[config.mk]
export PLATFORM = sky130hd
export DESIGN_NAME = pipe_stage_reg
export DESIGN_NICKNAME = d
export VERILOG_FILES = /design/src/rtl/pipe_pkg.sv /design/src/rtl/pipe_stage_reg_slot.sv /design/src/rtl/pipe_stage_reg.sv
export SDC_FILE = /design/constraint.sdc
export NUM_CORES = 1
export LEC_CHECK = 0
export CAP_MARGIN = 10
export CORE_MARGIN = 3
export CORE_UTILIZATION = 30
export DETAILED_ROUTE_END_ITERATION = 10
export HOLD_SLACK_MARGIN = 0.15
export PLACE_DENSITY = 0.57
export SLEW_MARGIN = 15
export SYNTH_ARGS = -nofsm -noshare
export SYNTH_HDL_FRONTEND = slang
export SYNTH_SLANG_ARGS = --single-unit
[constraint.sdc]
create_clock -name clk -period 3.8 [get_ports clk]
set_clock_uncertainty 0.1 [all_clocks]
set_input_delay 0.76 -clock clk [delete_from_list [all_inputs] [get_ports clk]]
set_output_delay 0.76 -clock clk [all_outputs]
set_load 0.01 [all_outputs]
[src/rtl/pipe_pkg.sv]
// Shared widths, field offsets and control-field structs for the pipeline stage registers.
package pipe_pkg;

  localparam int unsigned REG_W  = 32;
  localparam int unsigned ADDR_W = 5;

  // ID/EX control packing (MSB to LSB): regwrite, memtoreg, memwrite, alucontrol[2:0], alusrc, regdst
  localparam int unsigned IDEX_CTRL_W          = 8;
  localparam int unsigned IDEX_REGWRITE_BIT    = 7;
  localparam int unsigned IDEX_MEMTOREG_BIT    = 6;
  localparam int unsigned IDEX_MEMWRITE_BIT    = 5;
  localparam int unsigned IDEX_ALUCONTROL_LSB  = 2;
  localparam int unsigned IDEX_ALUCONTROL_W    = 3;
  localparam int unsigned IDEX_ALUSRC_BIT      = 1;
  localparam int unsigned IDEX_REGDST_BIT      = 0;

  // ID/EX data packing from LSB: pcplus4, SignImm, rd, rt, rs, rd2, rd1; bits above rd1 are reserved
  localparam int unsigned IDEX_DATA_W          = 175;
  localparam int unsigned IDEX_PCPLUS4_LSB     = 0;
  localparam int unsigned IDEX_SIGNIMM_LSB     = IDEX_PCPLUS4_LSB + REG_W;
  localparam int unsigned IDEX_RD_LSB          = IDEX_SIGNIMM_LSB + REG_W;
  localparam int unsigned IDEX_RT_LSB          = IDEX_RD_LSB + ADDR_W;
  localparam int unsigned IDEX_RS_LSB          = IDEX_RT_LSB + ADDR_W;
  localparam int unsigned IDEX_RD2_LSB         = IDEX_RS_LSB + ADDR_W;
  localparam int unsigned IDEX_RD1_LSB         = IDEX_RD2_LSB + REG_W;

  localparam int unsigned EXMEM_CTRL_W         = 3;
  localparam int unsigned MEMWB_CTRL_W         = 2;

  typedef struct packed {
    logic       regwrite;
    logic       memtoreg;
    logic       memwrite;
    logic [2:0] alucontrol;
    logic       alusrc;
    logic       regdst;
  } idex_ctrl_t;

  typedef struct packed {
    logic regwrite;
    logic memtoreg;
    logic memwrite;
  } exmem_ctrl_t;

  typedef struct packed {
    logic regwrite;
    logic memtoreg;
  } memwb_ctrl_t;

  localparam int unsigned DEF_CTRL_W     = IDEX_CTRL_W;
  localparam int unsigned DEF_DATA_W     = IDEX_DATA_W;
  localparam int unsigned DEF_SKID       = 1;
  localparam int unsigned DEF_CLEAR_DATA = 0;

endpackage

[src/rtl/pipe_stage_reg_slot.sv]
// One pipeline entry: valid + ctrl + data. Kill clears valid and ctrl, and data when zero_data is set.
module pipe_slot
  import pipe_pkg::*;
#(
  parameter int unsigned CTRL_W = DEF_CTRL_W,
  parameter int unsigned DATA_W = DEF_DATA_W
) (
  input  logic              clk,
  input  logic              rst_n,
  input  logic              load,
  input  logic              kill,
  input  logic              zero_data,
  input  logic [CTRL_W-1:0] in_ctrl,
  input  logic [DATA_W-1:0] in_data,
  output logic              valid,
  output logic [CTRL_W-1:0] ctrl,
  output logic [DATA_W-1:0] data
);

  // Ctrl is cleared with valid so an empty slot always reads as a bubble.
  always_ff @(posedge clk or negedge rst_n) begin
    if (!rst_n) begin
      valid <= 1'b0;
      ctrl  <= '0;
      data  <= '0;
    end else if (kill) begin
      valid <= 1'b0;
      ctrl  <= '0;
      if (zero_data) data <= '0;
    end else if (load) begin
      valid <= 1'b1;
      ctrl  <= in_ctrl;
      data  <= in_data;
    end
  end

endmodule

[src/rtl/pipe_stage_reg.sv]
// Pipeline stage register with valid/ready handshake, synchronous flush and optional skid entry.
module pipe_stage_reg
  import pipe_pkg::*;
#(
  parameter int unsigned CTRL_W              = DEF_CTRL_W,
  parameter int unsigned DATA_W              = DEF_DATA_W,
  parameter int unsigned SKID                = DEF_SKID,
  parameter int unsigned CLEAR_DATA_ON_FLUSH = DEF_CLEAR_DATA
) (
  input  logic              clk,
  input  logic              rst_n,
  input  logic              in_valid,
  output logic              in_ready,
  input  logic [CTRL_W-1:0] in_ctrl,
  input  logic [DATA_W-1:0] in_data,
  input  logic              flush,
  output logic              out_valid,
  input  logic              out_ready,
  output logic [CTRL_W-1:0] out_ctrl,
  output logic [DATA_W-1:0] out_data,
  output logic [1:0]        occ
);

  logic              push, pop;
  logic              s_valid;
  logic [CTRL_W-1:0] s_ctrl;
  logic [DATA_W-1:0] s_data;
  logic              m_load, m_from_s, m_kill, s_load, s_kill;
  logic              m_valid_nxt, s_valid_nxt;
  logic              zero_data;
  logic [CTRL_W-1:0] m_ctrl_in;
  logic [DATA_W-1:0] m_data_in;
  logic              ready_q;
  logic [1:0]        occ_q;

  assign in_ready  = (SKID != 0) ? ready_q : (~out_valid | out_ready);
  assign push      = in_valid & in_ready;
  assign pop       = out_valid & out_ready;
  assign zero_data = flush & (CLEAR_DATA_ON_FLUSH != 0);
  assign m_ctrl_in = m_from_s ? s_ctrl : in_ctrl;
  assign m_data_in = m_from_s ? s_data : in_data;
  assign occ       = occ_q;

  // Entry control: flush wins, then a full skid drains into main, then main loads or drains.
  always_comb begin
    m_load   = 1'b0;
    m_from_s = 1'b0;
    m_kill   = 1'b0;
    s_load   = 1'b0;
    s_kill   = 1'b0;
    if (flush) begin
      m_kill = 1'b1;
      s_kill = 1'b1;
    end else if (s_valid) begin
      if (pop) begin
        m_load   = 1'b1;
        m_from_s = 1'b1;
        s_kill   = 1'b1;
      end
    end else if (!out_valid || pop) begin
      if (push)     m_load = 1'b1;
      else if (pop) m_kill = 1'b1;
    end else if (push) begin
      s_load = (SKID != 0);
    end
    m_valid_nxt = m_load | (out_valid & ~m_kill);
    s_valid_nxt = s_load | (s_valid & ~s_kill);
  end

  pipe_slot #(.CTRL_W(CTRL_W), .DATA_W(DATA_W)) u_main (
    .clk       (clk),
    .rst_n     (rst_n),
    .load      (m_load),
    .kill      (m_kill),
    .zero_data (zero_data),
    .in_ctrl   (m_ctrl_in),
    .in_data   (m_data_in),
    .valid     (out_valid),
    .ctrl      (out_ctrl),
    .data      (out_data)
  );

  generate
    if (SKID != 0) begin : g_skid
      pipe_slot #(.CTRL_W(CTRL_W), .DATA_W(DATA_W)) u_skid (
        .clk       (clk),
        .rst_n     (rst_n),
        .load      (s_load),
        .kill      (s_kill),
        .zero_data (zero_data),
        .in_ctrl   (in_ctrl),
        .in_data   (in_data),
        .valid     (s_valid),
        .ctrl      (s_ctrl),
        .data      (s_data)
      );
    end else begin : g_no_skid
      assign s_valid = 1'b0;
      assign s_ctrl  = '0;
      assign s_data  = '0;
    end
  endgenerate

  // Registered ready (skid free next cycle) and occupancy count.
  always_ff @(posedge clk or negedge rst_n) begin
    if (!rst_n) begin
      ready_q <= 1'b1;
      occ_q   <= 2'd0;
    end else begin
      ready_q <= ~s_valid_nxt;
      occ_q   <= 2'(m_valid_nxt) + 2'(s_valid_nxt);
    end
  end

endmodule
* Word level (Yosys, flattened, before mapping)
Index checks and enable logic that the tools add are counted.
** Word-level totals
- Output and inout bits :: 187
- Bits of input ports :: 188
- Logic and storage cells :: 49
- Bits in registers :: 371
** Operators by class
- Bitwise logic cells :: 9
- Reductions and logical operators :: 6
- Multiplexer cells :: 25
- $add $sub $neg :: 1
** Operators by type and width (count)
- $mux W175 :: 1
- $mux W8 :: 5
- $mux W1 :: 19
- $and A1 B1 Y1 :: 4
- $reduce_and A2 Y1 :: 2
- $reduce_bool A2 Y1 :: 2
- $not A1 Y1 :: 3
- $add A1 B1 Y2 :: 1
- $or A1 B1 Y1 :: 2
- $logic_not A1 Y1 :: 1
- $logic_or A1 B1 Y1 :: 1

* Depth between registers and ports, before layout
Gate-level depths: netlist of the first run.
- Word-level depth :: 10
- Depth in mapped cells :: 7
- Depth with buffers taken out :: 4

* Modules after synthesis
Synthesis of the first run repeated with hierarchy kept, for this count alone.
** Unflattened totals
- Cell total of the unflattened synthesis :: 1454
- Area total of the unflattened synthesis :: 20289.5 um^2
** Modules (own cells, without submodules)
- pipe_slot :: times used 2, area an instance 8538.2 um^2, sequential area each 4604.4 um^2, cells each 614
- pipe_stage_reg :: times used 1, area an instance 3213.1 um^2, sequential area each 76.3 um^2, cells each 226

* Worst setup path before layout of the first run
No wires, ideal clock.
- Path type :: input -> register
- Start :: input port in_valid
- End :: register occ_q[0] (netlist: occ[0])
- Path buffers :: 2
- Stages :: 6
- Setup time :: 0.126 ns
- Slack :: 1.588 ns
- Arrival time :: 1.987 ns
- Data required time :: 3.574 ns
- Cell sequence :: and3b_1 -> nor4b_4 -> buf_2 -> buf_2 -> a21o_1 -> ha_1
** Between the ends
- Word-level cells in the longest chain between the ends :: 9
- Elaborated cells on any way between the ends :: 17
- Classes of those cells :: 1 x add/sub; 11 x mux; 5 x bitwise
** Ends and longest elaborated chain
- start, declared :: line pipe_stage_reg.sv:12 : input logic in_valid,
- $and A1 B1 Y1 * :: line pipe_stage_reg.sv:37 : assign push = in_valid & in_ready;
- $mux W1 :: line pipe_stage_reg.sv:61 : if (push) m_load = 1'b1;
- $mux W1 :: line pipe_stage_reg.sv:60 : end else if (!out_valid || pop) begin
- $mux W1 :: line pipe_stage_reg.sv:54 : end else if (s_valid) begin
- $mux W1 :: line pipe_stage_reg.sv:51 : if (flush) begin
- $not A1 Y1 (no line)
- $and A1 B1 Y1 :: line pipe_stage_reg.sv:66 : m_valid_nxt = m_load | (out_valid & ~m_kill);
- $or A1 B1 Y1 :: line pipe_stage_reg.sv:66
- $add A1 B1 Y2 * :: line pipe_stage_reg.sv:111 : occ_q <= 2'(m_valid_nxt) + 2'(s_valid_nxt);
- end signal, assigned :: line pipe_stage_reg.sv:111
- end, declared :: line pipe_stage_reg.sv:34 : logic [1:0] occ_q;
Mark *: on every way between the ends. The rest lies on a longest branch, timed or not.
A chain may end at the register's enable or synchronous reset.

* Worst setup path after layout of the first run
- Start :: input port flush
- End :: register g_skid.u_skid.data[0]
** Between the ends
- Word-level cells in the longest chain between the ends :: 3
- Elaborated cells on any way between the ends :: 4
- Classes of those cells :: 2 x mux; 1 x bitwise; 1 x reduce/logical
** Ends and longest elaborated chain
- start, declared :: line pipe_stage_reg.sv:16 : input logic flush,
- $mux W1 :: line pipe_stage_reg.sv:51
- $not A1 Y1 (no line)
- $reduce_and A2 Y1 (no line) *
- end signal, assigned :: line pipe_stage_reg_slot.sv:33 : data <= in_data;
- end, declared :: line pipe_stage_reg_slot.sv:17 : output logic [DATA_W-1:0] data
Marked as above.

==> results.md, run 1 <==
- In this run the register-to-register setup slack is 1360 ps.
- The share of final-layout standard cells stronger than drive strength 1 is 35.6%.
- Yosys printed 0 warnings.
- Averaged over all synthesized cells, the footprint is 15.8 um^2.
- The core area is approximately 53000 um^2.
- Setup repair after global routing left no endpoint under its margin.
- The most common cell in the synthesized netlist is mux2_2.
- The number of DRC markers after the initial detailed-route iteration is 308.
- Counting buffers and inverters, the worst setup path is 6 cells deep.
- The final critical path takes up 72.8% of the cycle.
- The wire length of the first global-routing pass is roughly 63000 um.
- In this run the deepest clock path goes through 3 buffers.
- In the post-route analysis, the smallest setup slack over all paths is 1030 ps.
- STA classifies the critical path startpoint as a primary input.
- Port buffering added 374 buffers.
- Using the TritonRoute via totals, the vias-per-cell ratio works out to 4.55.
- After global routing the overflow that remains totals 0.
- Ranked by total cell area, the synthesized netlist is headed by dfrtp_1 (58%), mux2_2 (28%), mux2_1 (9.1%).
- The synthesized netlist contains 24 unique library cells.
- After synthesis, the most frequently instantiated cells are mux2_2 (404), dfrtp_1 (370), mux2_1 (129).
- Global routing used 14.1% of the available tracks across all layers.
- The worst setup path is of the primary input to register kind.
- The cell with the biggest individual delay on the critical path is clkdlybuf4s50_1.
- The number of instances in the placed design is 2050.
- The DRC violation count after routing is 0.
- The number of clock buffers added by TritonCTS is 44.
- Once the clock tree was built, the resizer swapped 0 gates to a different size.
- Among all flip-flop cells after synthesis, the most frequent one is dfrtp_1.
- Yosys mapped a number of flops with a built-in enable equal to 0.
- After synthesis, the largest area contributor takes up roughly 58% of total cell area.
- Before antenna repair, the detailed router went through 4 iterations.
- The largest fanout on the critical path is 35.
- The end point of the critical path is g_skid.u_skid.data[0]$_DFFE_PN0P_.
- The H-tree generated during clock tree synthesis spans 2 levels.
- TritonCTS built the clock tree.
- For the final routed database, the setup TNS stands at 0 ps.
- For this run, the slowest stage of the critical path takes 610 ps.
- The count of nets left with antenna violations once routing finished came out at 0.
- The most numerous cell type found on the critical path is buf_4.
- The share of the Yosys chip area taken by registers is about three fifths.
- Clock-pin slew was measured on the worst setup and hold paths at 60 ps.
- The final critical delay including setup and external delays is ~2800 ps.
- Entering global routing, the biggest net connects 93 pins.
- The number of maximum-capacitance constraint violations is 0.
- Relative to the synthesized area, the layout overhead comes to 39.5%.
- After floorplanning, the core was divided into 84 placement rows.
- The chip width is 237 um.
- For this block, the via count after detailed routing is 9696.
- The routed design has 40000 um of wire.
- The clock tree root buffer cell is clkbuf_16.
- The post-placement worst setup slack is around 470 ps.
- The async set-or-reset flop fraction in the synthesized netlist is between 90% and 100%.
- The mapped netlist covers 16000 um^2.
- In the final routed layout, each cell accounts on average for 18.8 um.
- The worst relative slew slack is between 50% and 60%.
- The number of antenna violations at the first check in global routing is 1.
- The worst register-to-register path begins at g_skid.u_skid.valid$_DFFE_PN0P_.
- The biggest area contributor in the post-synthesis netlist is dfrtp_1.
- In the synthesized netlist, the number of instances is 1010.
- Static timing analysis puts the maximum clock frequency at 361 MHz.
- The power density relative to cell area is approximately 560 nW/um^2.
- The count of nets after finishing is 1598.
- For this design the static power due to leakage is around 9.3 nW.
- The slew of the pin with the lowest slew margin is 683 ps.
- The clock latency on the worst-skew pair is between 500 and 600 ps.
- The number of nets in the synthesized netlist is 1199.
- The number of flip-flops and latches in the synthesized netlist is between 300 and 400.
- The endpoint identified for the worst register-to-register timing path is u_main.data[80]$_DFFE_PN0P_.
- The class of the tightest hold or removal check is register to register.
- The clock drives 371 sinks.
- The die is 237 um tall.
- The via count of the first global-routing pass was ~10000.
- The floorplan step defined a die boundary enclosing 56100 um^2.
- At the end of routability-driven placement, the weighted congestion stood at 0.725.
- The nature of the critical path endpoint is a register.
- For this configuration, the core starts out at a cell density of 30.4%.
- The flow ran to the end, and the final reports show no timing, DRC or antenna violations.
- Tracing the worst setup path back leads to its startpoint at flush.
- The utilization after layout is roughly 42%.
- Traced cell by cell, the critical path runs through clkdlybuf4s50_1, buf_4, nor4b_4, buf_12, buf_4, mux2_2.
- The number of max-slew violations in the final report came to 0.
- Broken down by cell family, the worst path's largest delay share belongs to buffers and inverters.
- Detailed placement finished with a half-perimeter wire length of around 28000 um.
- The count of buffering cells on the critical path with inverters included is 4.
- The maximum resistive drop on vdd is roughly 0.38 mV.
- For this run, the number of standard cells in the final layout without fillers is 2131.
- between 300 and 400 I/O pins were placed.
- The endpoint arrival time on the critical path is 3100 ps.
- The number of hold violations in the final report is 0.
- The number of cell instances on the worst register-to-register path is 5.
- Data on the critical path is required at its endpoint by 4130 ps.
- The number of failing setup endpoints in the final timing report is 0.
-- stage by stage --
stage	total power [W]	cell area, um^2	hold slack [ps]
after global routing	0.0132	22300	394
after global placement	0.00806	20800	363
final	0.0125	22300	378
after floorplan	0.00657	16000	354
after detailed placement	0.00815	20800	371
after CTS	0.0127	22300	384
-- what timing repair did --
action / in CTS / in global routing
endpoints found under the hold margin: 67 / 0
buffers inserted: 0 / 0
hold buffers: 1 / 0
-- worst min-delay path by stage --
stage	startpoint	to	slack, ps	depth (start not counted)
after CTS	g_skid.u_skid.data[67]$_DFFE_PN0P_	g_skid.u_skid.data[67]$_DFFE_PN0P_	380	1
final	g_skid.u_skid.data[101]$_DFFE_PN0P_	g_skid.u_skid.data[101]$_DFFE_PN0P_	380	1
after floorplan	g_skid.u_skid.data[100]$_DFFE_PN0P_	g_skid.u_skid.data[100]$_DFFE_PN0P_	350	1
after detailed placement	g_skid.u_skid.data[67]$_DFFE_PN0P_	g_skid.u_skid.data[67]$_DFFE_PN0P_	370	1
after global placement	g_skid.u_skid.data[138]$_DFFE_PN0P_	g_skid.u_skid.data[138]$_DFFE_PN0P_	360	1
after global routing	g_skid.u_skid.data[156]$_DFFE_PN0P_	g_skid.u_skid.data[156]$_DFFE_PN0P_	390	1
-- state kept, by name, indices dropped and copies added (netlist names) --
| name | cells |
|---|---|
| g_skid.u_skid.data | 175 |
| occ | 2 |
| u_main.data | 175 |
| u_main.valid | 1 |
| u_main.ctrl | 8 |
| g_skid.u_skid.ctrl | 8 |
| in_ready | 1 |
| g_skid.u_skid.valid | 1 |
-- area by class of cell --
cell class                      instances  area (um^2)
Sequential cell                       371         9290
Antenna cell                            1         2.50
Inverter                                1         3.75
Fill cell                            4791        30300
Clock buffer                           65         1270
Clock inverter                         14          270
Tap cell                              688          861
Timing Repair Buffer                  415         4270
Multi-Input combinational cell        576         6360
-- layer usage --
metal | up-vias | part of all wire (%) | track usage (%)
li1 | 4457 | - | -
met1 | 4914 | 45 | 19.3
met2 | 270 | 44 | 21.4
met3 | 53 | 8.9 | 4.97
met4 | 2 | 1.8 | 3.70
met5 | - | 0.033 | 0
-- cell families after synthesis --
kind of cell,share of synthesized area [%]
simple gates,0.790
fa+ha+maj,0.0782
flops,58.0
buf+inv,2.31
mux,37.5
compound gates,1.27
-- cells in the final DEF (no fill, tap or decap), types with 2 or more instances in the layout --
cell,synthesis,final
mux2_2,404,404
clkdlybuf4s50_1,0,373
dfrtp_1,370,370
mux2_1,129,129
clkbuf_16,0,45
buf_4,17,23
buf_12,0,17
clkbuf_1,4,13
nand2b_1,9,9
a22o_1,8,8
o2bb2ai_1,8,8
bufinv_16,0,8
clkbuf_8,0,7
clkinv_2,0,6
a21oi_1,5,5
a21o_1,2,2
nor2_1,2,2
-- where the power goes --
group | total [W] | switching, W | internal [W] | leakage (nW)
registers | 0.00542 | 0.000482 | 0.00494 | 4.48
clock network | 0.00449 | 0.00164 | 0.00285 | 0.757
logic | 0.00261 | 0.000943 | 0.00167 | 4.07
total | 0.0125 | 0.00306 | 0.00946 | 9.31
No activity file was read; power rests on OpenSTA's default activity.
==> run 2: changes to the inputs <==
==> constraint.sdc (replaced) <==
create_clock -name clk -period 2.9 [get_ports clk]
set_clock_uncertainty 0.1 [all_clocks]
set_input_delay 0.58 -clock clk [delete_from_list [all_inputs] [get_ports clk]]
set_output_delay 0.58 -clock clk [all_outputs]
set_load 0.01 [all_outputs]
==> run 2 against run 1 <==
Effect of this change:
- sequential power up 31%
- largest cell class unchanged
- critical path depth is 5 lower
- core utilization up 0.15 points
- power increased by 29%
- highest routed layer unchanged
- critical path type is now register to output pin
==> results.md, run 2 (synthesized netlist as in run 1, its figures left out) <==
- The net switching power of the design is 0.00399 W (+30%).
- The number of DRC markers after the initial detailed-route iteration is 308 (unchanged).
- The nature of the critical path endpoint is an output pin.
- The TritonCTS clock tree is yes.
- The proportion of total power due to net switching is 24.8% (+0.32 points).
- The number of antenna-violating nets in the routed design was 0 (unchanged).
- The clock latency on the worst-skew pair is 540 ps (about the same).
- The number of ports placed on the die boundary is 375 (unchanged).
- The largest fanout on the critical path is 4 (-89%).
- In this run the critical register-to-register path is launched from g_skid.u_skid.valid$_DFFE_PN0P_.
- The worst hold path begins at g_skid.u_skid.data[84]$_DFFE_PN0P_.
- The number of failing setup endpoints in the final timing report was 0 (unchanged).
- The count of nets after finishing is 1618 (+1.3%).
- The minimum setup slack in the final design came to 580 ps (-453 ps).
- In this run the worst hold path is classified as register to register.
- The number of vias per cell after detailed routing is 4.56 (+0.11%).
- The total internal power is 0.0121 W (+28%).
- The core area came to 52700 um^2 (unchanged).
- The number of port buffers is 374 (unchanged).
- The number of standard-cell rows in the floorplan is 84 (unchanged).
- The largest net degree at the start of global routing came to 90 (-3.2%).
- The achievable frequency is 431 MHz.
- The wire length of the first global-routing pass is 63900 um (+1.9%).
- The power density relative to cell area was 718 nW/um^2 (+28%).
- The HPWL after detailed placement is 29000 um (+4.4%).
- The clock tree root buffer cell is clkbuf_16.
- The number of max-slew violations in the final report was 0 (unchanged).
- The CTS sink count is 371 (unchanged).
- The endpoint arrival time on the critical path is 1640 ps (-1460 ps).
- The part of the total power dissipated in sequential elements was 44.2% (+0.9 points).
- The wire length per cell after detailed routing is 18.8 um (+0.23%).
- The buffer count from post-CTS setup fixing is 0 (unchanged).
- The startpoint kind of the worst setup timing path is a register.
- The run finished with clean final reports.
- The critical path goes through clkdlybuf4s50_1.
- The power share of the combinational group came to 21.4% (+0.5 points).
- The clock slew seen by the registers of the worst setup and hold paths was 60 ps (about the same).
- The last weighted congestion value of the routability-driven placer is 0.733 (+1.1%).
- The via count of the first global-routing pass is 10811 (+3.3%).
- The critical path starts at in_ready$_DFF_PN1_.
- The number of antenna violations at the first check in global routing came to 3 (+2).
- The CTS H-tree depth came to 2 (unchanged).
- The final critical delay including setup and external delays is approximately 2300 ps.
- The total negative slack is 0 ps (unchanged).
- The post-synthesis to final-layout area growth is 40.0%.
- The delay contributed by the slowest stage of the critical path is 550 ps (-60 ps).
- In the final layout, the registers with the most flip-flops are g_skid.u_skid.data (175), u_main.data (175).
- The count of buffering cells on the critical path with inverters included came to 1 (-3).
- The vias after detailed routing is 9789 (+0.96%).
- The critical path data required time was 2220 ps (-1910 ps).
- For this design, the slowest cell found on the critical path is dfstp_2.
- The critical path is of the register to output pin type.
- The detailed-routing iteration count for the pre-antenna-repair pass is 4 (unchanged).
- The floorplan die height is 237 um (unchanged).
- The final worst-path cycle share is 80.0%.
- The post-placement worst setup slack is 113 ps (-353 ps).
- The overall global routing resource usage is 14.4% (+0.23 points).
- The reported leakage power was 9.39 nW (+0.88%).
- The area of the die was 56100 um^2 (unchanged).
- The power share of the clock group came to 34.4% (-1.4 points).
- The global-route congestion overflow total came to 0 (unchanged).
- Setup repair after global routing left no endpoint under its margin.
- The number of hold violations in the final report is 0 (unchanged).
- The worst relative slew slack came to 66.7% (+12 points).
- The leading cell type in the layout, fill and taps excluded is mux2_2.
- The total CTS buffers was 43 (-2.3%).
- The chip width was 237 um (unchanged).
- Among cell families on the critical path, the largest total delay comes from flip-flops.
- The DRC violation count after routing is 0 (unchanged).
- The initial core utilization is 30.4% (unchanged).
- The slew of the pin with the lowest slew margin was 499 ps (-184 ps).
- The maximum resistive drop on vdd is 0.509 mV (+32%).
- The number of maximum-capacitance constraint violations came to 0 (unchanged).
- The antenna diode instance count came to 0 (-1).
- The total wire length after detailed routing is 40400 um (+1.1%).
- Leaving out fill and tap cells, the most frequent cells in the layout are mux2_2 (404), clkdlybuf4s50_1 (373), dfrtp_1 (370), mux2_1 (129), clkbuf_16 (45).
- The number of buffers on the longest clock path came to 3 (unchanged).
- The share of final-layout standard cells stronger than drive strength 1 is 36.9% (+1.2 points).
-- run 2: changes by cell type in the layout (fill, tap and decap cells not counted) --
cell,previous run,this run
clkbuf_1,13,7
diode_2,1,0
clkbuf_8,7,10
clkinv_2,6,11
bufinv_16,8,4
buf_4,23,44
-- run 2: final cells by class --
cell class                 instances  area (um^2)
fill                            4798        30300
sequential                       371         9290
tap                              688          861
clock inverter                    15          175
clock buffer                      62         1290
multi-input combinational        576         6360
timing repair buffer             436         4430
inverter                           1         3.75
-- run 2: per-layer routing --
metal	wire [um]	vias to the layer above	global-route usage, %
met3	3120	56	4.17
li1	-	4497	-
met5	32	-	0
met4	776	6	4.07
met1	18100	4961	19.4
met2	18300	269	22.5
-- run 2: power by group through the flow --
stage               clock (W)  sequential (W)  combinational (W)
finish                0.00554         0.00712            0.00344
global placement            0         0.00717            0.00342
floorplan                   0         0.00731            0.00131
global route          0.00596         0.00731            0.00371
CTS                   0.00577         0.00714            0.00351
detailed placement          0         0.00722            0.00350
-- run 2: final timing paths --
path	slack [ps]	cells past startpoint	end
min in group asynchronous	450	2	g_skid.u_skid.data[91]$_DFFE_PN0P_
hold reg to reg	380	1	g_skid.u_skid.data[84]$_DFFE_PN0P_
setup / recovery	580	1	in_ready
hold / removal	380	1	g_skid.u_skid.data[84]$_DFFE_PN0P_
max in group asynchronous	1390	3	g_skid.u_skid.ctrl[4]$_DFFE_PN0P_
setup reg to reg	670	5	g_skid.u_skid.data[145]$_DFFE_PN0P_
-- run 2: what timing repair did --
item,4_1_cts,5_1_grt
gates resized for setup,0,0
endpoints found under the setup margin,0,0
hold buffers,1,0
hold endpoints to repair,33,0
-- run 2: stage by stage --
step,cell area (um^2),hold slack [ps],instances,total power (W),util (%)
6_report,22400,380,2149,0.0161,42.5
5_1_grt,22400,393,2149,0.0170,42.5
4_1_cts,22400,384,2149,0.0164,42.5
3_5_place_dp,20900,371,2071,0.0107,39.7
3_3_place_gp,20900,363,2071,0.0106,39.7
2_1_floorplan,16000,184,1010,0.00861,-
==> run 3: changes to the inputs <==
--- a/config.mk
+++ b/config.mk
@@ -10,7 +10,7 @@
 export CORE_UTILIZATION = 30
 export DETAILED_ROUTE_END_ITERATION = 10
 export HOLD_SLACK_MARGIN = 0.15
-export PLACE_DENSITY = 0.57
+export PLACE_DENSITY = 0.59
 export SLEW_MARGIN = 15
 export SYNTH_ARGS = -nofsm -noshare
 export SYNTH_HDL_FRONTEND = slang
==> constraint.sdc (replaced) <==
create_clock -name clk -period 2.05 [get_ports clk]
set_clock_uncertainty 0.1 [all_clocks]
set_input_delay 0.41 -clock clk [delete_from_list [all_inputs] [get_ports clk]]
set_output_delay 0.41 -clock clk [all_outputs]
set_load 0.01 [all_outputs]
==> run 3 against run 2 <==
Effect of this change:
- the run now ends with negative setup slack left
- cell count is 3.4% higher
- setup slack lost 650 ps
- clock power grew 34%
- critical endpoint is now g_skid.u_skid.data[52]$_DFFE_PN0P_
- largest power group unchanged
==> results.md, run 3 (synthesized netlist as in run 1, its figures left out) <==
- For the finished layout, the period the worst path requires is 2120 ps.
- The count of nets after finishing came to 1698 (+4.9%).
- The vias after detailed routing is 10373 (+6.0%).
- The wire length per cell after detailed routing is 21.7 um (+15%).
- The critical path data required time is 2380 ps (+160 ps).
- The number of cell instances on the worst register-to-register path is 7 (+2).
- The detailed-routing iteration count for the pre-antenna-repair pass is 4 (unchanged).
- The number of buffers on the longest clock path came to 3 (unchanged).
- The delay contributed by the slowest stage of the critical path is 550 ps (about the same).
- The run finished, with violations left.
- The initial core utilization is 30.4% (unchanged).
- The number of maximum-capacitance constraint violations is 0 (unchanged).
- The share of final-layout standard cells stronger than drive strength 1 was 47.3% (+10 points).
- The minimum setup slack in the final design was -68.5 ps (-648 ps).
- The worst hold slack is 304 ps (-76.3 ps).
- The classification of the worst setup path is register to register.
- The CTS H-tree depth is 2 (unchanged).
- The number of antenna-violating nets in the routed design is 0 (unchanged).
- The total wire length after detailed routing was 48200 um (+19%).
- The worst setup path is launched from a register.
- The minimum setup slack among reg-to-reg paths came to -70 ps (-740 ps).
- The leading cell type in the layout, fill and taps excluded is dfrtp_1.
- The core area came to 52700 um^2 (unchanged).
- The number of port buffers came to 374 (unchanged).
- The maximum resistive drop on vdd was 0.802 mV (+58%).
- The class of the tightest hold or removal check is primary input to async pin.
- The total CTS buffers is 43 (unchanged).
- The DRC violation count after routing is 0 (unchanged).
- TritonCTS built the clock tree.
- Relative to the synthesized area, the layout overhead comes to 58.5%.
- Setup repair after global routing could not meet its margin everywhere.
- The CTS sink count came to 371 (unchanged).
- The slew of the pin with the lowest slew margin is 514 ps (+14.2 ps).
- The overall global routing resource usage is 15.9% (+1.5 points).
- The number of hold violations in the final report is 0 (unchanged).
- The number of standard-cell rows in the floorplan is 84 (unchanged).
- The global-route congestion overflow total was 0 (unchanged).
- The number of ports placed on the die boundary is 375 (unchanged).
- The floorplan die height was 237 um (unchanged).
- The signal on the critical path passes through and3b_2, nor4b_4, buf_4, buf_12, buf_12, clkbuf_16, mux2_4.
- The antenna diode instance count is 0 (unchanged).
- The number of vias per cell after detailed routing is 4.67 (+2.4%).
- The HPWL after detailed placement was 29400 um (+1.5%).
- The clock tree root buffer cell is clkbuf_16.
- The clock slew seen by the registers of the worst setup and hold paths is 60 ps (about the same).
- The number of failing setup endpoints in the final timing report is 180 (+180).
- In the final layout, the registers with the most flip-flops are g_skid.u_skid.data (175), u_main.data (175).
- The cell with the biggest individual delay on the critical path is dfstp_2.
- The destination of the worst register-to-register timing path is g_skid.u_skid.data[52]$_DFFE_PN0P_.
- Leaving out fill and tap cells, the most frequent cells in the layout are dfrtp_1 (368), mux2_4 (342), clkdlybuf4s50_1 (335), mux2_2 (171), clkbuf_16 (60).
- The checks that failed: negative setup slack.
- The worst setup path is captured at a register.
- The power density relative to cell area came to 936 nW/um^2 (+30%).
- The area of the die is 56100 um^2 (unchanged).
- The startpoint of the lowest-slack register-to-register path is in_ready$_DFF_PN1_.
- The wire length of the first global-routing pass is 69800 um (+9.3%).
- The largest net degree at the start of global routing came to 61 (-32%).
- The worst relative slew slack is 65.8% (-0.94 points).
- The most common cell type on the critical path is buf_12.
- The number of DRC markers after the initial detailed-route iteration is 432 (+40%).
- The via count of the first global-routing pass is 11380 (+5.3%).
- The last weighted congestion value of the routability-driven placer is 0.765 (+4.4%).
- Timing would allow up to ~470 MHz.
- The number of antenna violations at the first check in global routing was 3 (unchanged).
- The reported leakage power is 11.7 nW (+25%).
- The number of max-slew violations in the final report came to 0 (unchanged).
- The total negative slack is -4810 ps (-4810 ps).
- The clock latency on the worst-skew pair was 550 ps (about the same).
- The endpoint arrival time on the critical path came to 2450 ps (+810 ps).
- In the finished design, the share of the clock period the worst path needs comes to 103%.
- The chip width came to 237 um (unchanged).
- The largest fanout on the critical path is 5 (+1).
run 3: cell types whose count changed in the layout (fill, tap and decap cells not counted), sizes merged:
| cell | before | now |
|---|---|---|
| buf | 62 | 126 |
| clkdlybuf4s50 | 373 | 335 |
| dlymetal6s2s | 0 | 29 |
| clkbuf | 62 | 77 |
| dlygate4sd2 | 0 | 8 |
| clkinv | 11 | 7 |
| bufinv | 4 | 2 |
| bufbuf | 0 | 1 |
| clkdlybuf4s15 | 0 | 1 |
run 3: routing by layer:
layer / vias up / track usage, % / wire length, um
met5: - / 0 / 34
met2: 304 / 25.3 / 22200
li1: 4652 / - / -
met1: 5348 / 20.9 / 21300
met3: 65 / 5.44 / 3640
met4: 4 / 3.83 / 1010
run 3: worst max-delay path by stage:
stage                                   from                             endpoint  depth (start not counted)
after global placement              in_valid         u_main.data[113]$_DFFE_PN0P_                          6
final                     in_ready$_DFF_PN1_   g_skid.u_skid.data[52]$_DFFE_PN0P_                          7
after detailed placement            in_valid         u_main.data[164]$_DFFE_PN0P_                          6
after CTS                 in_ready$_DFF_PN1_  g_skid.u_skid.data[169]$_DFFE_PN0P_                          8
after floorplan           in_ready$_DFF_PN1_                     occ[0]$_DFF_PN0_                          6
after global routing      in_ready$_DFF_PN1_   g_skid.u_skid.data[35]$_DFFE_PN0P_                          7
run 3: critical path: cells and delay by family, from the launching register on:
kind,cells,cell delay (ps)
buffers and inverters,4,630
muxes,1,300
and+or+nand+nor,2,410
DFF,1,550
run 3: report_power, final:
group | switching (W) | internal, W | total (W) | leakage [nW]
Sequential | 0.00103 | 0.00916 | 0.0102 | 4.48
Combinational | 0.00197 | 0.00414 | 0.00611 | 6.55
Clock | 0.00296 | 0.00448 | 0.00744 | 0.673
Total | 0.00596 | 0.0178 | 0.0237 | 11.7
run 3: final cells by class:
type,count,area (um^2)
sequential,371,9290
clock buffer,62,1260
multi-input combinational,576,7660
inverter,1,3.75
fill,4498,27300
timing repair buffer,516,6190
clock inverter,9,98.8
tap,688,861
run 3: repair_timing:
| action | in CTS | in global routing |
|---|---|---|
| pin swaps | 1 | 3 |
| endpoints found under the hold margin | 187 | 0 |
| buffers inserted | 30 | 8 |
| gates cloned | 19 | 15 |
| gates resized for setup | 210 | 315 |
| endpoints found under the setup margin | 363 | 397 |
| hold buffers | 1 | 0 |
run 3: through the flow:
stage / instance area [um^2] / power, W / std cells / worst slack [ps] / utilization [%]
after global placement: 21000 / 0.0150 / 2090 / -535 / 40.0
after floorplan: 16000 / 0.0122 / 1010 / 23.3 / -
final: 25400 / 0.0237 / 2223 / -68.5 / 48.2
after detailed placement: 21000 / 0.0152 / 2090 / -537 / 40.0
after global routing: 25400 / 0.0249 / 2223 / -146 / 48.2
after CTS: 24000 / 0.0234 / 2211 / -119 / 45.5
